--- src/rtl/sram_bus_pkg.sv ---
// Shared types and address map for the SRAM bus arbiter.
package sram_bus_pkg;

    typedef enum logic [1:0] {IDLE, SETUP, ACCESS, DONE} state_e;

    typedef enum logic {GNT_IF, GNT_MEM} grant_e;

    localparam logic [31:0] BASE_LO = 32'h8000_0000;
    localparam logic [31:0] BASE_HI = 32'h803F_FFFF;
    localparam logic [31:0] EXT_LO  = 32'h8040_0000;
    localparam logic [31:0] EXT_HI  = 32'h807F_FFFF;

endpackage

--- src/rtl/sram_addr_decode.sv ---
// Maps a CPU byte address onto BaseRAM / ExtRAM and the SRAM word address.
module sram_addr_decode
    import sram_bus_pkg::*;
#(
    parameter int unsigned ADDR_W = 20
) (
    input  logic [31:0]       addr,
    output logic              is_base,
    output logic              is_ext,
    output logic [ADDR_W-1:0] word_addr
);

    assign is_base   = (addr >= BASE_LO) && (addr <= BASE_HI);
    assign is_ext    = (addr >= EXT_LO) && (addr <= EXT_HI);
    assign word_addr = addr[ADDR_W+1:2];

endmodule

--- src/rtl/sram_bus_arbiter.sv ---
// Shares BaseRAM/ExtRAM between fetch and data ports with timed setup/strobe/hold phases.
module sram_bus_arbiter
    import sram_bus_pkg::*;
#(
    parameter int unsigned WAIT_CYCLES = 2,
    parameter int unsigned ADDR_W      = 20
) (
    input  logic              clk,
    input  logic              reset,
    input  logic              if_req,
    input  logic [31:0]       if_addr,
    output logic              if_ack,
    output logic [31:0]       if_rdata,
    input  logic              mem_req,
    input  logic [3:0]        mem_we,
    input  logic [31:0]       mem_addr,
    input  logic [31:0]       mem_wdata,
    output logic              mem_ack,
    output logic [31:0]       mem_rdata,
    output logic              mem_err,
    output logic              base_ce_n,
    output logic              base_oe_n,
    output logic              base_we_n,
    output logic [3:0]        base_be_n,
    output logic [ADDR_W-1:0] base_addr,
    output logic [31:0]       base_wdata,
    input  logic [31:0]       base_rdata,
    output logic              ext_ce_n,
    output logic              ext_oe_n,
    output logic              ext_we_n,
    output logic [3:0]        ext_be_n,
    output logic [ADDR_W-1:0] ext_addr,
    output logic [31:0]       ext_wdata,
    input  logic [31:0]       ext_rdata,
    output logic              busy
);

    state_e            state_q, state_d;
    grant_e            gnt_q, gnt_d;
    logic              sel_base_q, sel_ext_q, write_q, err_q;
    logic [ADDR_W-1:0] word_q;
    logic [31:0]       wdata_q;
    logic [3:0]        be_q;
    logic [3:0]        cnt_q;
    logic [31:0]       if_rdata_q, mem_rdata_q;

    logic [31:0]       req_addr;
    logic              req_base, req_ext, req_mapped, req_any, req_write;
    logic [ADDR_W-1:0] req_word;
    logic              active, capture;
    logic [31:0]       sel_rdata;

    // Fixed priority: the data port always wins a tie.
    assign gnt_d      = mem_req ? GNT_MEM : GNT_IF;
    assign req_addr   = mem_req ? mem_addr : if_addr;
    assign req_any    = mem_req | if_req;
    assign req_write  = mem_req && (mem_we != 4'h0);
    assign req_mapped = req_base | req_ext;

    sram_addr_decode #(
        .ADDR_W(ADDR_W)
    ) u_decode (
        .addr     (req_addr),
        .is_base  (req_base),
        .is_ext   (req_ext),
        .word_addr(req_word)
    );

    assign capture   = (state_q == ACCESS) && (cnt_q == 4'd0) && !write_q;
    assign sel_rdata = sel_base_q ? base_rdata : ext_rdata;

    always_comb begin
        state_d = state_q;
        case (state_q)
            IDLE:    if (req_any) state_d = req_mapped ? SETUP : DONE;
            SETUP:   state_d = ACCESS;
            ACCESS:  if (cnt_q == 4'd0) state_d = DONE;
            DONE:    state_d = IDLE;
            default: state_d = IDLE;
        endcase
    end

    always_ff @(posedge clk or posedge reset) begin
        if (reset) begin
            state_q     <= IDLE;
            gnt_q       <= GNT_IF;
            sel_base_q  <= 1'b0;
            sel_ext_q   <= 1'b0;
            write_q     <= 1'b0;
            err_q       <= 1'b0;
            word_q      <= '0;
            wdata_q     <= '0;
            be_q        <= 4'h0;
            cnt_q       <= 4'd0;
            if_rdata_q  <= '0;
            mem_rdata_q <= '0;
        end else begin
            state_q <= state_d;
            if (state_q == IDLE && req_any) begin
                gnt_q      <= gnt_d;
                sel_base_q <= req_base;
                sel_ext_q  <= req_ext;
                word_q     <= req_word;
                wdata_q    <= mem_wdata;
                be_q       <= req_write ? ~mem_we : 4'h0;
                write_q    <= req_write;
                err_q      <= !req_mapped;
                // Unmapped requests skip the SRAM and complete with zero data.
                if (!req_mapped) begin
                    if (gnt_d == GNT_MEM) mem_rdata_q <= '0;
                    else                  if_rdata_q  <= '0;
                end
            end
            if (state_q == SETUP) begin
                cnt_q <= 4'(WAIT_CYCLES - 1);
            end else if (state_q == ACCESS && cnt_q != 4'd0) begin
                cnt_q <= cnt_q - 4'd1;
            end
            if (capture) begin
                if (gnt_q == GNT_MEM) mem_rdata_q <= sel_rdata;
                else                  if_rdata_q  <= sel_rdata;
            end
        end
    end

    // Controls derive only from registered state, so reset releases the bus at once.
    assign active = (state_q == SETUP) || (state_q == ACCESS);

    assign base_ce_n  = !(sel_base_q && active);
    assign base_oe_n  = !(sel_base_q && active && !write_q);
    assign base_we_n  = !(sel_base_q && (state_q == ACCESS) && write_q);
    assign base_be_n  = (sel_base_q && state_q != IDLE) ? be_q : 4'hF;
    assign base_addr  = sel_base_q ? word_q : '0;
    assign base_wdata = (sel_base_q && write_q) ? wdata_q : '0;

    assign ext_ce_n   = !(sel_ext_q && active);
    assign ext_oe_n   = !(sel_ext_q && active && !write_q);
    assign ext_we_n   = !(sel_ext_q && (state_q == ACCESS) && write_q);
    assign ext_be_n   = (sel_ext_q && state_q != IDLE) ? be_q : 4'hF;
    assign ext_addr   = sel_ext_q ? word_q : '0;
    assign ext_wdata  = (sel_ext_q && write_q) ? wdata_q : '0;

    assign if_ack    = (state_q == DONE) && (gnt_q == GNT_IF);
    assign mem_ack   = (state_q == DONE) && (gnt_q == GNT_MEM);
    assign mem_err   = mem_ack && err_q;
    assign if_rdata  = if_rdata_q;
    assign mem_rdata = mem_rdata_q;
    assign busy      = (state_q != IDLE);

endmodule

--- config.mk ---
export PLATFORM = sky130hd
export DESIGN_NAME = sram_bus_arbiter
export DESIGN_NICKNAME = d
export VERILOG_FILES = /design/src/rtl/sram_bus_pkg.sv /design/src/rtl/sram_addr_decode.sv /design/src/rtl/sram_bus_arbiter.sv
export SDC_FILE = /design/constraint.sdc
export NUM_CORES = 1
export LEC_CHECK = 0
export BUFFER_PORTS_ARGS = -buffer_cell sky130_fd_sc_hd__buf_4
export CORE_AREA = 2 2 136 138
export CTS_BUF_LIST = sky130_fd_sc_hd__clkbuf_2
export DETAILED_ROUTE_END_ITERATION = 10
export DIE_AREA = 0 0 138 140
export PLACE_DENSITY = 0.71
export SYNTH_ARGS = -nofsm -noshare
export SYNTH_HDL_FRONTEND = slang
export SYNTH_SLANG_ARGS = --single-unit
--- constraint.sdc ---
create_clock -name clk -period 5.1 [get_ports clk]
set_input_delay 0.51 -clock clk [delete_from_list [all_inputs] [get_ports clk]]
set_output_delay 0.51 -clock clk [all_outputs]
set_load 0.05 [all_outputs]
* After elaboration in Yosys (flattened, before gate mapping)
Index checks and enable logic that the tools add are counted.
** Word-level totals
- Flip-flop bits (word level) :: 131
- Input port bits :: 168
- Word-level logic and storage cells :: 90
** Cells by class
- $add $sub $neg :: 1
- Order comparisons :: 4
- Equality and inequality tests :: 5
- Muxes and demuxes :: 26
- Bitwise gates (word level) :: 4
- Reduce and logical (&&, ||, !) cells :: 38
** Operators with widths (count)
- two-way mux 32 bit :: 14
- greater-or-equal comparator 32 bit (second input constant) :: 2
- less-or-equal comparator 32 bit (second input constant) :: 2
- two-way mux 20 bit :: 2
- logical AND 1 bit :: 22
- two-way mux 4 bit :: 5
- logical NOT 1 bit :: 8
- one-hot mux 2 bit (4 select lines) :: 1
- nonzero test 4 bit :: 2
- two-way mux 2 bit :: 3
- equality test 2 bit (second input constant) :: 2
- logical NOT 4 bit :: 1
- inequality test 2 bit (second input constant) :: 2
- inverter 4 bit :: 1
- nonzero test 2 bit :: 2
- subtractor 4 x 1 -> 4 bit (second input constant) :: 1
- equality test 2 x 1 -> 1 bit (second input constant) :: 1
- logical NOT 2 bit :: 1
- OR 1 bit :: 2
- AND reduction 2 bit :: 1
- logical OR 1 bit :: 1
- two-way mux 1 bit :: 1
- inverter 1 bit :: 1

* Depth between registers and ports, before layout
Gate-level depths: netlist of the first run.
- Depth in word-level cells :: 8
- Gate-level depth with buffers :: 8
- Mapped depth without buffers :: 6

* Modules after synthesis
From an unflattened synthesis of the first run, not the netlist that was laid out.
** Second synthesis, totals
- Cells, all modules :: 633
- Area, all modules :: 7088.0 µm²
** By module, submodules not included
- sram_bus_arbiter :: times used 1, cells each 607, area an instance 6897.9 µm², sequential area each 3278.1 µm²
- sram_addr_decode :: times used 1, cells each 26, area an instance 190.2 µm², sequential area each 0.0 µm²

* Worst setup path before layout of the first run
No wires, ideal clock.
- Path type :: register to output
- From :: reg sel_base_q
- To :: out base_oe_n
- Data arrival time :: 1.753 ns
- Data required time :: 4.590 ns
- Slack :: 2.837 ns
- Cell stages (with the launch flop) :: 5
- Path buffers :: 2
- Cell sequence :: dfrtp_1 > clkbuf_1 > buf_1 > nand2_1 > or2_2
** On the way
- Word-level cells in the longest chain between the ends :: 3
** Ends and longest elaborated chain
- from (decl) :: line sram_bus_arbiter.sv:40 : logic sel_base_q, sel_ext_q, write_q, err_q;
- from (signal assigned) :: line sram_bus_arbiter.sv:101 : sel_base_q <= req_base;
- logical AND 1 bit (2 in a row) :: line sram_bus_arbiter.sv:130 : assign base_oe_n = !(sel_base_q && active && !write_q);
- logical NOT 1 bit :: line sram_bus_arbiter.sv:130
- to (decl) :: line sram_bus_arbiter.sv:22 : output logic base_oe_n,
No other way between the ends.

* Worst setup path after layout of the first run
Ends and elaborated chain as after synthesis.

==> results of run 1 <==
per-stage QoR:
stage	total power, mW	instance area (um^2)
floorplan	3.370	6410
global placement	4.120	9203
detailed placement	4.163	9203
CTS	4.848	9812
global route	5.103	9912
finish	4.815	9912
logic make-up after synthesis:
kind of cell             after synthesis
AND/OR/NAND/NOR                      181
flip-flops                           131
AO/OA/AOI/OAI                        102
multiplexers                          84
buffers and inverters                 57
adder cells (fa/ha/maj)                5
XOR/XNOR                               3
synthesized netlist by cell type, types with 2 or more instances:
master and n:
nand2_1 34, nor2b_1 4, buf_1 3, or2_2 2, ha_1 5, mux2i_1 52, nand2b_1 10, nand3_1 5
or4b_1 2, nand4b_1 2, mux2_2 32, clkbuf_1 40, buf_6 3, o21ai_0 26, o2bb2ai_1 52, and2_1 43
xor2_1 2, inv_1 7, nor3_1 3, o2bb2ai_2 12, buf_2 3, a21oi_1 3, dfrtp_1 131, nor2_1 5
and3_1 65
layout make-up:
class / count / area share [%]
inverter: 7 / 0.2903
multi-input combinational: 375 / 29.31
clock buffer: 17 / 0.8584
clock inverter: 14 / 1.553
tap: 229 / 2.891
timing repair buffer: 405 / 31.99
sequential: 131 / 33.11
worst max-delay path by stage:
| stage | start | endpoint |
|---|---|---|
| 2_1_floorplan | reset | be_q[0] |
| 3_3_place_gp | if_addr[30] | if_rdata[25] |
| 3_5_place_dp | if_addr[30] | if_rdata[14] |
| 4_1_cts | sel_base_q | base_be_n[1] |
| 5_1_grt | sel_ext_q | ext_be_n[1] |
| 6_report | sel_base_q | base_oe_n |
worst min-delay path: cells and delay by family:
kind	cells	cell delay, ns
muxes	1	0.05
buffers and inverters	1	0.08
AOI/OAI and AO/OA	1	0.13
routing by layer:
layer / part of all wire (%) / vias up
met1: 42 / 2731
met2: 49 / 231
met3: 6.0 / 39
met4: 2.7 / 0
met5: 0 / -
li1: - / 2767
state kept, by name, indices dropped and copies added, names as in the netlist:
signal	cells
if_rdata	32
mem_rdata	32
wdata_q	32
word_q	20
be_q	4
cnt_q	4
state_q	2
err_q	1
gnt_q	1
sel_base_q	1
sel_ext_q	1
write_q	1
power groups by stage:
stage	clock, mW	combinational [mW]	sequential [mW]
final	0.649	2.35	1.82
after global routing	0.721	2.49	1.89
after CTS	0.675	2.36	1.81
after detailed placement	0	2.34	1.82
after global placement	0	2.30	1.82
after floorplan	0	0.884	2.49
==> results.md, run 1 <==
* Status: finished clean
* Cell row count at 49
* Crit path required time at roughly 4.6 ns
* Post-synthesis compound-gate area fraction at 13.45%
* Pleak at 5.063 nW
* Area leader, netlist: dfrtp_1
* Final ANT Viol Nets at 0
* Dpl ws at 2.183 ns
* Worst Hold Path Cells at 3
* Final Core Density at 55.75%
* H-Tree Depth at 4
* Commonest non-fill, non-tap cell in the layout: buf_4
* Seq cells post-synth at between 100 and 150
* CP Launch Type: flip-flop
* Synth warn at 0
* GPL Wtd Cong at 0.7938
* Fill count at 1595
* Via count at 5768
* Worst-skew pair later-pin latency at 0.70 ns
* Reg2Reg Setup Slack at 2.38 ns
* Vias per cell at 4.896
* Clk sink count at between 100 and 150
* Max FO, Critical Path at 88
* Die ar. at 19320 um^2
* Worst Hold End: word_q[12]
* HPWL Detailed at 14010 um
* Part of the power in registers at 37.8%
* Worst path depth at 3
* Netlist cell types at 42
* Switch share at 45.90%
* Post-synthesis async set-or-reset flop share at 100.0%
* WL final at 20040 um
* Clk pwr share at 13.5%
* Critical path buffer and inverter count at 1
* CP endpoint kind: primary output
* Register Area at 3282 um^2
* Seq/Total Area, Yosys at roughly half
* Initial DRC count at 186
* IO buf count at 349
* Final Slew Violations at 0
* Slew headroom at 30.94%
* Hold Worst Slack at slightly below 0.09 ns
* Worst-case clock buffer depth at 2
* Max cap viols at 0
* Cell depth of the worst flop-to-flop path at 7
* Reg2reg end: if_rdata[14]
* CP arrival at roughly 2.6 ns
* Least-Margin Pin Slew at 1.036 ns
* FMAX at ~330 MHz
* Initial antenna violation count at 0
* Internal power at 2.605 mW
* Delay-heaviest family, CP: flip-flops
* Final Critical Period at 3.065 ns
* GRT met1 Usage at 25.38%
* Number of I/O pins at 354
* Vias in the first global route at 5888
* Adder-Cell Fraction of Synth Area at 0.9760%
* EDFF count, synth at 0
* Worst r2r src: state_q[0]
* Clk_skew at 0.02394 ns
* Fin crit share at 60.09%
* Syn Nets at 736
* Die Wd at 138 um
* Core footprint at 17780 um^2
* Power share of the combinational group at 48.7%
* Final std cells w/o fill at 1178
* Avg Inst Size Synth at 11.39 um^2
* Main combinational cell family by area after synthesis: simple AND/OR/NAND/NOR gates
* Final-report hold violation count at 0
* Resized cells post-CTS at 0
* Hold Crit Class: in2reg
* Met2 usage at 34.55%
* Cells after Synth at 563
* Initial Utilization at 36.05%
* Root Driver: clkbuf_2
* Final nets at 1110
* Met3 Usage GRT at 5.744%
* RSZ-0062 raised after global routing: no
* CTS clk-pin slew, worst paths at between 0.2 and 0.25 ns
* Dominant synthesized flop cell: dfrtp_1
* N_diodes at 0
* Critical Path Slowest Stage Cell: dfrtp_4
* Synth Cell Area at 6410 um^2
* Post-synthesis mux area share at a little over an eighth
* Total GRT Usage at 20.56%
* Residual DRC at 0
* Fin worst setup slack at 2.035 ns
* Hold-fix buffers, CTS at 37
* P per Cell Area at 485.7 nW/um^2
* Peak VDD IR at 0.0003046 V
* Xor/xnor share of the synthesized area at 0.4099%
* Min-Delay Startpoint: if_addr[14]
* Overflow after GRT at 0
* Wire per inst at 17.01 um
* Vertical die dimension at roughly 140 um
* Area contributors post-synth: dfrtp_1 51%, mux2i_1 8.1%, o2bb2ai_1 7.1%
* First-pass GRT wire length at 31710 um
* Area of the multi-input gates at 2905 um^2
* Total Neg Setup Slack at 0 ns
* Cell Chain, Critical Path: nand2_1, or2_2, buf_4
* Drt pass-1 iters at 4
* Layout area overhead at 54.64%
* CP Class: reg2out
* Top Usage Layer GRT: met2
* Share of cells above drive strength 1 at 46.58%
* Critical Path Max Stage Delay at 1.15 ns
* Largest net degree at the start of global routing at 89
* Final Setup Violations at 0
* Setup Buffers After CTS at 0
* CTS tree: yes
* Synth top area share at around half
* Net switching power at ~2.2 mW
* Most frequent cells in the layout: 357 x buf_4, 130 x dfrtp_1, 65 x and3_1, 52 x mux2i_1, 52 x o2bb2ai_1
* TritonCTS Buffers at 17
* Dpl cells at 1100
* Synth Area in Simple Gates at about 17%
Power figures use the tool's default switching activity.
==> run 2, diff against run 1 <==
Settings changed: ABC_AREA from default to 1, PLACE_DENSITY 0.71 to 0.78.
Clock period 5.1 ns to 2.46 ns, I/O delays scaled along.
==> results.md, run 2 <==
* Post-synth top cells: 494 x nand2_1, 172 x inv_1, 131 x dfrtp_1
* Netlist cell types at 30
* Dominant synthesized flop cell: dfrtp_1
* Critical Path Max Stage Delay at 0.59 ns
* Max FO, Critical Path at 32
* Clk_skew at a little over 0.04 ns
* Most common cell on crit path: buf_4
* Final Critical Period at 2.310 ns
* Final ANT Viol Nets at 0
* Via count at 8521
* IO buf count at 349
* Vias in the first global route at 8611
* FMAX at 432.8 MHz
* CP arrival at around 2.1 ns
* Initial Utilization at between 30% and 40%
* Initial DRC count at ~530
* Total GRT Usage at 27.41%
* H-Tree Depth at 4
* Commonest non-fill, non-tap cell in the layout: nand2_1
* Drt pass-1 iters at 5
* Synth warn at 0
* Seq/Total Area, Yosys at 46.10%
* CP Launch Type: flip-flop
* Final nets at around 1700
* Final Setup Violations at 0
* Total power at 10.44 mW
* Number of I/O pins at 354
* Initial antenna violation count at 1
* Launch point of the worst path: sel_base_q
* Critical Path Slowest Stage Cell: dfrtp_2
* Total Neg Setup Slack at 0 ns
* Crit path required time at 2.21 ns
* Die ar. at 19320 um^2
* RSZ-0062 raised after global routing: no
* Clk sink count at 131
* Hold Crit Class: in2async
* Vias per cell at ~4.8
* Wire per inst at ~15 um
* Synth top area share at 46.10%
* Worst-skew pair later-pin latency at 0.73 ns
* Seq cells post-synth at around 130
* Final-report hold violation count at 0
* Cells after Synth at between 1000 and 1500
* Largest net degree at the start of global routing at 95
* Top-count cell post-synth: nand2_1
* Post-placement cell area at 9940 um^2
* Status: finished clean
* CP Class: reg2out
* HPWL Detailed at 17700 um
* Setup Buffers After CTS at 0
* CP endpoint kind: primary output
* Most frequent cells in the layout: 494 x nand2_1, 363 x buf_4, 169 x inv_1, 155 x dlygate4sd3_1, 130 x dfrtp_1
* Final Slew Violations at 0
* Pleak at 7.107 nW
* Least-Margin Pin Slew at approximately 0.80 ns
* Slew headroom at 45.85%
* GPL Wtd Cong at 0.8377
* Post-synthesis async set-or-reset flop share at 100.0%
* Avg Inst Size Synth at roughly 6.7 um^2
* Layout area overhead at 66.58%
* Worst-case clock buffer depth at 2
* Syn Nets at 1235
* P per Cell Area at 881.3 nW/um^2
* Synth Cell Area at 7111 um^2
* Vertical die dimension at 140 um
* Area contributors post-synth: dfrtp_1 46%, nand2_1 26%, inv_1 9.1%
* CTS tree: yes
* Root Driver: clkbuf_2
* EDFF count, synth at 0
* Die Wd at 138 um
* Peak VDD IR at 0.0005479 V
* Worst r2r src: state_q[0]
* WL final at 27320 um
* Fin crit share at 93.92%
* TritonCTS Buffers at 17
* Residual DRC at 0
* Cell row count at 49
* Area leader, netlist: dfrtp_1
* CTS clk-pin slew, worst paths at ~0.24 ns
* Final Cell Area at 11850 um^2
* Max cap viols at 0
* Core footprint at 17780 um^2
* Overflow after GRT at 0
* Cell Chain, Critical Path: nand2_1, buf_4, nor2_1, buf_4
* First-pass GRT wire length at 42660 um
* Share of cells above drive strength 1 at a little over a quarter
* Fill count at ~1400
## run 2: layout make-up
| type | count | area (um^2) | share of cell area (%) |
|---|---|---|---|
| diodes | 2 | 5.005 | 0.04225 |
| clock buffers | 17 | 85.08 | 0.7183 |
| clock inverters | 15 | 227.7 | 1.922 |
| inverters | 173 | 658.1 | 5.556 |
| multi-input cells | 702 | 2914 | 24.60 |
| flip-flops and latches | 131 | 3279 | 27.69 |
| well taps | 229 | 286.5 | 2.419 |
| repair buffers | 523 | 4389 | 37.06 |
## run 2: metrics by stage
step           std cells  setup WS [ns]  utilization (%)  hold WS (ns)
6_report            1792         0.1496            66.62        0.1158
5_1_grt             1791        0.03800            66.61       0.08385
4_1_cts             1789        0.08753            66.39       0.08412
3_5_place_dp        1602         0.2430            55.90        0.3787
3_3_place_gp        1602         0.3193            55.90        0.3695
2_1_floorplan       1062         0.2457                -        0.3496
## run 2: repair_timing
action                                 in CTS  in global routing
hold buffers                              155                  0
endpoints found under the hold margin     177                  0
gates resized for setup                     0                  4
setup endpoints to repair                   0                 23
## run 2: final timing paths
kind	to	slack (ns)	cells past startpoint
worst max-delay path	base_wdata[28]	0.15	4
worst min-delay path	wdata_q[29]	0.12	3
worst max register to register	word_q[18]	0.18	8
worst min register to register	err_q	0.53	2
max in group asynchronous	cnt_q[2]	1.58	4
min in group clk	sel_base_q	0.13	7
## run 2: critical path, delay by kind of cell (launching register included)
kind | cells | cell delay [ns]
flip-flops | 1 | 0.59
AND/OR/NAND/NOR | 2 | 0.22
buffers and inverters | 2 | 0.53
## run 2: metal layers
| layer | vias up | wire length, um | global-route usage, % |
|---|---|---|---|
| met5 | - | 0 | 0 |
| met2 | 423 | 13980 | 48.83 |
| li1 | 4086 | - | - |
| met4 | 0 | 1129 | 13.91 |
| met3 | 96 | 1726 | 5.470 |
| met1 | 3916 | 10490 | 31.37 |
## run 2: cells by family after synthesis
group	after synthesis	synth area share, %
AO/OA/AOI/OAI	68	5.367
XOR/XNOR	1	0.1232
adder cells (fa/ha/maj)	5	0.8798
buffers and inverters	229	12.99
flip-flops	131	46.10
AND/OR/NAND/NOR	628	34.54
## run 2: report_power, final
group / switching, mW / internal [mW]
Sequential: 0.526 / 3.00
Combinational: 3.32 / 1.90
Clock: 0.906 / 0.782
==> run 3, diff against run 2 <==
Settings changed: PLACE_DENSITY 0.78 to 0.75, REMOVE_ABC_BUFFERS from default to 1.
Clock period 2.46 ns to 2.85 ns, I/O delays scaled along.
==> results.md, run 3 (synthesized netlist as in run 2, its figures left out) <==
* Share of cells above drive strength 1 at 26.70%
* TritonCTS Buffers at 17
* Worst-case clock buffer depth at 2
* Worst r2r src: state_q[0]
* Final std cells w/o fill at about 1800
* HPWL Detailed at 16030 um
* Reg2reg end: word_q[16]
* Core footprint at 17780 um^2
* Least-Margin Pin Slew at roughly 1.1 ns
* Cell row count at 49
* Power share of the combinational group at 50.2%
* Reg2Reg Setup Slack at 0.53 ns
* Post-placement cell area at 9893 um^2
* Initial antenna violation count at 1
* Via count at 8258
* Register Area at 3279 um^2
* Status: finished clean
* Most frequent cells in the layout: 494 x nand2_1, 362 x buf_4, 170 x inv_1, 145 x dlygate4sd3_1, 130 x dfrtp_1
* Fill count at between 1000 and 1500
* Clk pwr share at 15.5%
* Final ANT Viol Nets at 0
* GPL Wtd Cong at 0.8170
* Die Wd at 138 um
* Residual DRC at 0
* Cell depth of the worst flop-to-flop path at 8
* Hold Crit Class: in2async
* Worst-skew pair later-pin latency at 0.69 ns
* First-pass GRT wire length at approximately 40000 um
* Crit path required time at 2.57 ns
* Final Slew Violations at 0
* Max FO, Critical Path at 11
* Number of I/O pins at 354
* Clk sink count at 131
* Pleak at 7.027 nW
* Largest net degree at the start of global routing at 111
* IO buf count at 349
* Slew headroom at 27.62%
* Fin worst setup slack at roughly 0.35 ns
* Final Cell Area at 11640 um^2
* Hold Worst Slack at 0.1995 ns
* Resized cells post-CTS at 0
* Area of the multi-input gates at 2914 um^2
* Vias in the first global route at 8022
* WL final at approximately 25000 um
* Overflow after GRT at 0
* FMAX at roughly 400 MHz
* Final Setup Violations at 0
* Max cap viols at 0
* Internal power at 4.765 mW
* RSZ-0062 raised after global routing: no
* Dpl cells at 1599
* Switch share at 45.65%
* CP arrival at 2.21 ns
* Die ar. at 19320 um^2
* Drt pass-1 iters at 5
* Total Neg Setup Slack at 0 ns
* CP endpoint kind: primary output
* Layout area overhead at 63.75%
* Final Critical Period at 2.497 ns
* Commonest non-fill, non-tap cell in the layout: nand2_1
* Clk_skew at 0.03771 ns
* CP Class: reg2out
* Peak VDD IR at around 0.00043 V
* Total GRT Usage at 25.38%
* CTS clk-pin slew, worst paths at between 0.2 and 0.25 ns
* Setup Buffers After CTS at 0
* Hold-fix buffers, CTS at 145
* Final Core Density at 65.49%
* Net switching power at 4.003 mW
* CP Launch Type: flip-flop
* H-Tree Depth at 4
* CTS tree: yes
* Initial DRC count at 354
* Vias per cell at around 4.6
* Initial Utilization at 39.99%
* Fin crit share at between 80 and 90%
* P per Cell Area at 753.0 nW/um^2
* Part of the power in registers at 34.3%
* Total power at 8.768 mW
* Root Driver: clkbuf_2
* Final-report hold violation count at 0
* Vertical die dimension at approximately 140 um
* Final nets at 1707
* Dpl ws at slightly below 0.6 ns
* Wire per inst at 13.98 um
## run 3: how the worst max path moves through the flow
stage,from,end,slack (ns),cells after the start
after detailed placement,cnt_q[0],mem_rdata[18],0.59,11
after global placement,state_q[0],mem_rdata[4],0.68,9
after global routing,state_q[0],base_be_n[1],0.14,5
final,state_q[0],base_be_n[1],0.35,5
after floorplan,reset,be_q[0],-0.93,1
after CTS,state_q[0],base_be_n[1],0.25,5
## run 3: power groups by stage
stage          Combinational [mW]  Sequential (mW)  Clock (mW)
5_1_grt                      4.79             3.10        1.49
6_report                     4.40             3.01        1.36
3_3_place_gp                 3.84             3.01           0
3_5_place_dp                 3.93             3.04           0
4_1_cts                      4.37             3.00        1.40
2_1_floorplan                1.66             3.96           0
## run 3: worst max-delay path: stages (launching register included)
cell and delay, ns:
dfrtp_1 0.43, inv_1 0.09, ha_1 0.25, inv_1 0.31
nand3_1 0.22, buf_4 0.25
## run 3: layout make-up
type / instances / share of cell area, %
sequential: 131 / 28.16
clock inverter: 14 / 1.752
clock buffer: 18 / 0.7737
multi-input combinational: 702 / 25.03
inverter: 173 / 5.631
tap: 229 / 2.461
antenna: 2 / 0.04298
timing repair buffer: 509 / 36.15
## run 3: layer usage
| metal | vias to the layer above | track usage [%] | routed length, um |
|---|---|---|---|
| met5 | - | 0 | 0 |
| met4 | 0 | 9.130 | 650 |
| met3 | 44 | 6.222 | 1569 |
| met2 | 317 | 44.55 | 12600 |
| met1 | 3824 | 30.39 | 10040 |
| li1 | 4073 | - | - |
